===== src/rtl/disp_src_sched.sv =====
// disp_src_sched: picks one of four 16-bit debug words for the seven-segment path (manual / auto-rotate / freeze)
//   CLK          in  clock, all state on rising edge
//   Reset        in  asynchronous active-low reset
//   mode_auto    in  1 = auto-rotate, 0 = manual
//   select_sign  in  [1:0] manual source index
//   step_pulse   in  single-cycle pulse, advances source in auto mode
//   freeze       in  level, holds the current display value
//   src0..src3   in  [15:0] debug words
//   display_data out [15:0] registered selected word
//   cur_sel      out [1:0] registered active source index
//   src_led      out [3:0] one-hot of cur_sel
//   update       out one-cycle strobe when display_data first shows a new source
module disp_src_sched #(
  parameter int unsigned DWELL_CYCLES = 100000000,
  parameter int          CNT_W        = 32
) (
  input  logic        CLK,
  input  logic        Reset,
  input  logic        mode_auto,
  input  logic [1:0]  select_sign,
  input  logic        step_pulse,
  input  logic        freeze,
  input  logic [15:0] src0,
  input  logic [15:0] src1,
  input  logic [15:0] src2,
  input  logic [15:0] src3,
  output logic [15:0] display_data,
  output logic [1:0]  cur_sel,
  output logic [3:0]  src_led,
  output logic        update
);
  typedef enum logic [1:0] {MANUAL, AUTO, HOLD} state_t;
  localparam logic [CNT_W-1:0] LAST = CNT_W'(DWELL_CYCLES - 1);
  state_t state_q, state_d;
  logic [1:0] sel_q, sel_d, prev_q, prev_d;
  logic [CNT_W-1:0] dwell_q, dwell_d, eff;
  logic [15:0] disp_q, disp_d, src_mux;
  logic upd_q, upd_d;
  always_ff @(posedge CLK or negedge Reset)
    if (!Reset) begin
      state_q <= MANUAL;
      sel_q   <= '0;
      prev_q  <= '0;
      dwell_q <= '0;
      disp_q  <= '0;
      upd_q   <= 1'b0;
    end else begin
      state_q <= state_d;
      sel_q   <= sel_d;
      prev_q  <= prev_d;
      dwell_q <= dwell_d;
      disp_q  <= disp_d;
      upd_q   <= upd_d;
    end
  // Actions follow the state being entered this cycle, so freeze and mode changes take effect on the same edge.
  // Entering AUTO from any other state restarts the dwell count from zero.
  always_comb begin
    state_d = freeze ? HOLD : mode_auto ? AUTO : MANUAL;
    eff     = (state_q == AUTO) ? dwell_q : '0;
    src_mux = sel_q[1] ? (sel_q[0] ? src3 : src2) : (sel_q[0] ? src1 : src0);
    sel_d   = sel_q;
    dwell_d = dwell_q;
    disp_d  = disp_q;
    prev_d  = prev_q;
    upd_d   = 1'b0;
    if (state_d == MANUAL) begin
      sel_d   = select_sign;
      dwell_d = '0;
    end else if (state_d == AUTO) begin
      sel_d   = (step_pulse || eff == LAST) ? sel_q + 2'd1 : sel_q;
      dwell_d = (step_pulse || eff == LAST) ? '0 : eff + CNT_W'(1);
    end
    if (state_d != HOLD) begin
      disp_d = src_mux;
      prev_d = sel_q;
      upd_d  = sel_q != prev_q;
    end
  end
  assign display_data = disp_q;
  assign cur_sel      = sel_q;
  assign src_led      = 4'b0001 << sel_q;
  assign update       = upd_q;
endmodule

===== config.mk =====
export PLATFORM = sky130hd
export DESIGN_NAME = disp_src_sched
export DESIGN_NICKNAME = d
export VERILOG_FILES = /design/src/rtl/disp_src_sched.sv
export SDC_FILE = /design/constraint.sdc
export NUM_CORES = 1
export LEC_CHECK = 0
export ABC_AREA = 1
export BUFFER_PORTS_ARGS = -buffer_cell sky130_fd_sc_hd__clkbuf_2
export CAP_MARGIN = 5
export CORE_ASPECT_RATIO = 0.6
export CORE_UTILIZATION = 60
export CTS_CLUSTER_DIAMETER = 120
export DETAILED_ROUTE_END_ITERATION = 16
export PLACE_DENSITY_LB_ADDON = 0.25
export SYNTH_ARGS = -nofsm -noshare
export SYNTH_HDL_FRONTEND = slang
export SYNTH_SLANG_ARGS = --single-unit

===== constraint.sdc =====
create_clock -name CLK -period 3.7 [get_ports CLK]
set_clock_uncertainty 0.15 [all_clocks]
set_input_delay 0.37 -clock CLK [delete_from_list [all_inputs] [get_ports CLK]]
set_output_delay 0.37 -clock CLK [all_outputs]
set_load 0.005 [all_outputs]

==> flow_summary.toml <==
[die]
start_util_pct = 62.5
num_rows = 23
ios = 94
die_y_um = 66.9
die-width_um = 110
fp.coreArea_um2 = 6730
dieArea_um2 = 7360

[cts]
cts_resized = 0
cts-root-buf = "clkbuf_16"
cts_tree = "yes"
cts_max_path_buffers = 2
cts.sinks = 55
htree_levels = 2
clk_pin_slew_worst_paths_ns = 0.07
clk_latency_ns = 0.30
postCtsSetupBuffers = 0
cts_buffers = 5

[worst_hold_path]
hp-start = "mode_auto"
hold_path_depth = 3
min_to = "state_q[0]$_DFF_PN0_"
min_path_type = "in -> reg"

[synth]
ys_top_cells_by_area = "dfrtp_1 33%, nor2_1 13%, nand2_1 13%, o21ai_0 6.3%, nand3_1 4.9%"
syn_area_um2 = 4210
syn_inst = 636
ys_ff_latch = 55
yosysTopAreaCell = "dfrtp_1"
yosysWarnings = 0
yosysTopAreaCellShare_pct = 32.7
syn_nets = 712
yosysSeqAreaShare_pct = 32.7
ys_types = 35
syn_area_per_cell_um2 = 6.62

[power_and_ir_drop]
power.total_uw = 1690
powerDensity_nw_per_um2 = 352
p_leak_uw = 0.00229
vdd_ir_drop_max_mv = 0.324

[placed_design]
placed_cell_area_um2 = 4630
io_buffers = 93
dpl.hpwl_um = 9250
gp_congestion = 1.04

[layout]
final_common_cell = "nor2_1"
final_cell_mix = "142 x nor2_1, 141 x nand2_1, 93 x clkbuf_2"
final_util_pct = 71.1
fin_area_um2 = 4790
drive_above_1_share_pct = 20.8
diodes = 0
syn2layout_area_growth_pct = 13.8
fill_cells = 572
nets = 788

[timing]
clock.fmax_ghz = 0.377
maxSlewViolCount = 0
rsz0062_at_grt = "false"
hold_viol_final = 0
relSlewSlack_pct = 43.7
period_needed_ns = 2.65
tightest_slew_ns = 0.845
fin_setup_tns_ns = 0
post-route-period-util_pct = 71.6
setup_viol = 0

[setup_path]
critical_path_arrival_ns = 2.69
crit_type = "reg -> reg"
endpoint_kind = "register"
reg2reg_from = "state_q[0]$_DFF_PN0_"
worstPathRequired_ns = 3.74
rr_worst_depth = 10
regToRegSetupSlack_ns = 1.05
critPathMaxFanout = 30
start_kind = "register"
r2r-end = "dwell_q[29]$_DFFE_PN0P_"

[job]
maxCapViolCount = 0

[global_routing]
overflow = 0
track_usage_pct = 36.2
grt_pass1_wl_um = 19800
grt_antenna_before_repair = 0
grt_pass1_vias = 4088
grt_max_degree = 42

[route]
drc = 0
via_count = 4576
drt-wirelength-per-cell_um = 15.5
first_pass_iters = 6
drt_iter0_drc = 395
wl_um = 12400
ant_nets = 0
viasPerCell = 5.72

[outcome]
status = "finished, final reports clean"
-- flip-flops by register name, summed over array words and instances (netlist names) --
name / cells
prev_q: 2
update: 1
cur_sel: 2
state_q: 2
dwell_q: 32
display_data: 16
-- logic make-up after synthesis --
family          count (synthesis)  share of synthesized area [%]
buf+inv                        91                           10.1
xor+xnor                        9                           1.87
fa+ha+maj                       5                           1.49
flops                          55                           32.7
mux                             1                          0.268
simple gates                  388                           42.0
compound gates                 87                           11.5
-- per-stage QoR --
stage	cells	worst slack [ns]	hold slack [ns]
3_3_place_gp	791	1.23	0.114
4_1_cts	800	1.13	0.101
5_1_grt	800	0.924	0.119
6_report	800	1.05	0.106
2_1_floorplan	636	1.77	-0.0756
3_5_place_dp	791	1.15	0.121
-- cell usage after synthesis (all sizes together) --
cell    count
nor2      158
nand2     143
o21ai      64
inv        57
dfrtp      55
nand3      47
nand4      32
a31oi      16
buf        16
clkbuf     16
xnor2       7
ha          5
nand3b      5
o21bai      5
nor3        3
clkinv      2
xor2        2
a21oi       1
mux2        1
o22ai       1
-- how the worst max path moves through the flow --
stage                                     from                       to  slack [ns]  cells past startpoint
after floorplan           state_q[1]$_DFF_PN0_  dwell_q[18]$_DFFE_PN0P_        1.77                     14
after global placement    state_q[1]$_DFF_PN0_  dwell_q[29]$_DFFE_PN0P_        1.23                     11
after detailed placement  state_q[0]$_DFF_PN0_  dwell_q[29]$_DFFE_PN0P_        1.15                     10
after CTS                 state_q[0]$_DFF_PN0_  dwell_q[29]$_DFFE_PN0P_        1.13                     10
after global routing      state_q[0]$_DFF_PN0_  dwell_q[18]$_DFFE_PN0P_        0.92                     10
final                     state_q[0]$_DFF_PN0_  dwell_q[29]$_DFFE_PN0P_        1.05                     10
-- power by group --
group | total [uW] | internal, uW | switching (uW)
Combinational | 484 | 196 | 288
Sequential | 717 | 673 | 44.5
Clock | 484 | 254 | 230
-- cell type report --
type                    count  area, um2  area share [%]
repair buffers            101        528            11.0
well taps                  87        109            2.27
inverters                  59        221            4.63
multi-input cells         490       2400            50.2
clock buffers               5        125            2.61
flip-flops and latches     55       1380            28.8
clock inverters             3       22.5           0.470
-- worst max-delay path, stage by stage, from the launching register on --
cell	delay (ns)
dfrtp_2	0.76
nand2_4	0.20
nor2_1	0.14
ha_1	0.20
nand3_1	0.15
nor2_2	0.23
nand3_2	0.13
nand3_4	0.29
inv_2	0.13
nand2_1	0.10
nand2_1	0.05
-- repair_timing --
action / 4_1_cts / 5_1_grt
hold buffers: 1 / 0
hold endpoints to repair: 10 / 0
endpoints found under the setup margin: 0 / 0
-- metal layers --
| layer | up-vias | wire (um) | track usage [%] |
|---|---|---|---|
| met3 | 29 | 1620 | 12.3 |
| met1 | 2070 | 5360 | 50.6 |
| met2 | 264 | 5160 | 51.5 |
| li1 | 2211 | - | - |
| met5 | - | 47 | 6.35 |
| met4 | 2 | 229 | 11.2 |
No activity file was read; power rests on OpenSTA's default activity.
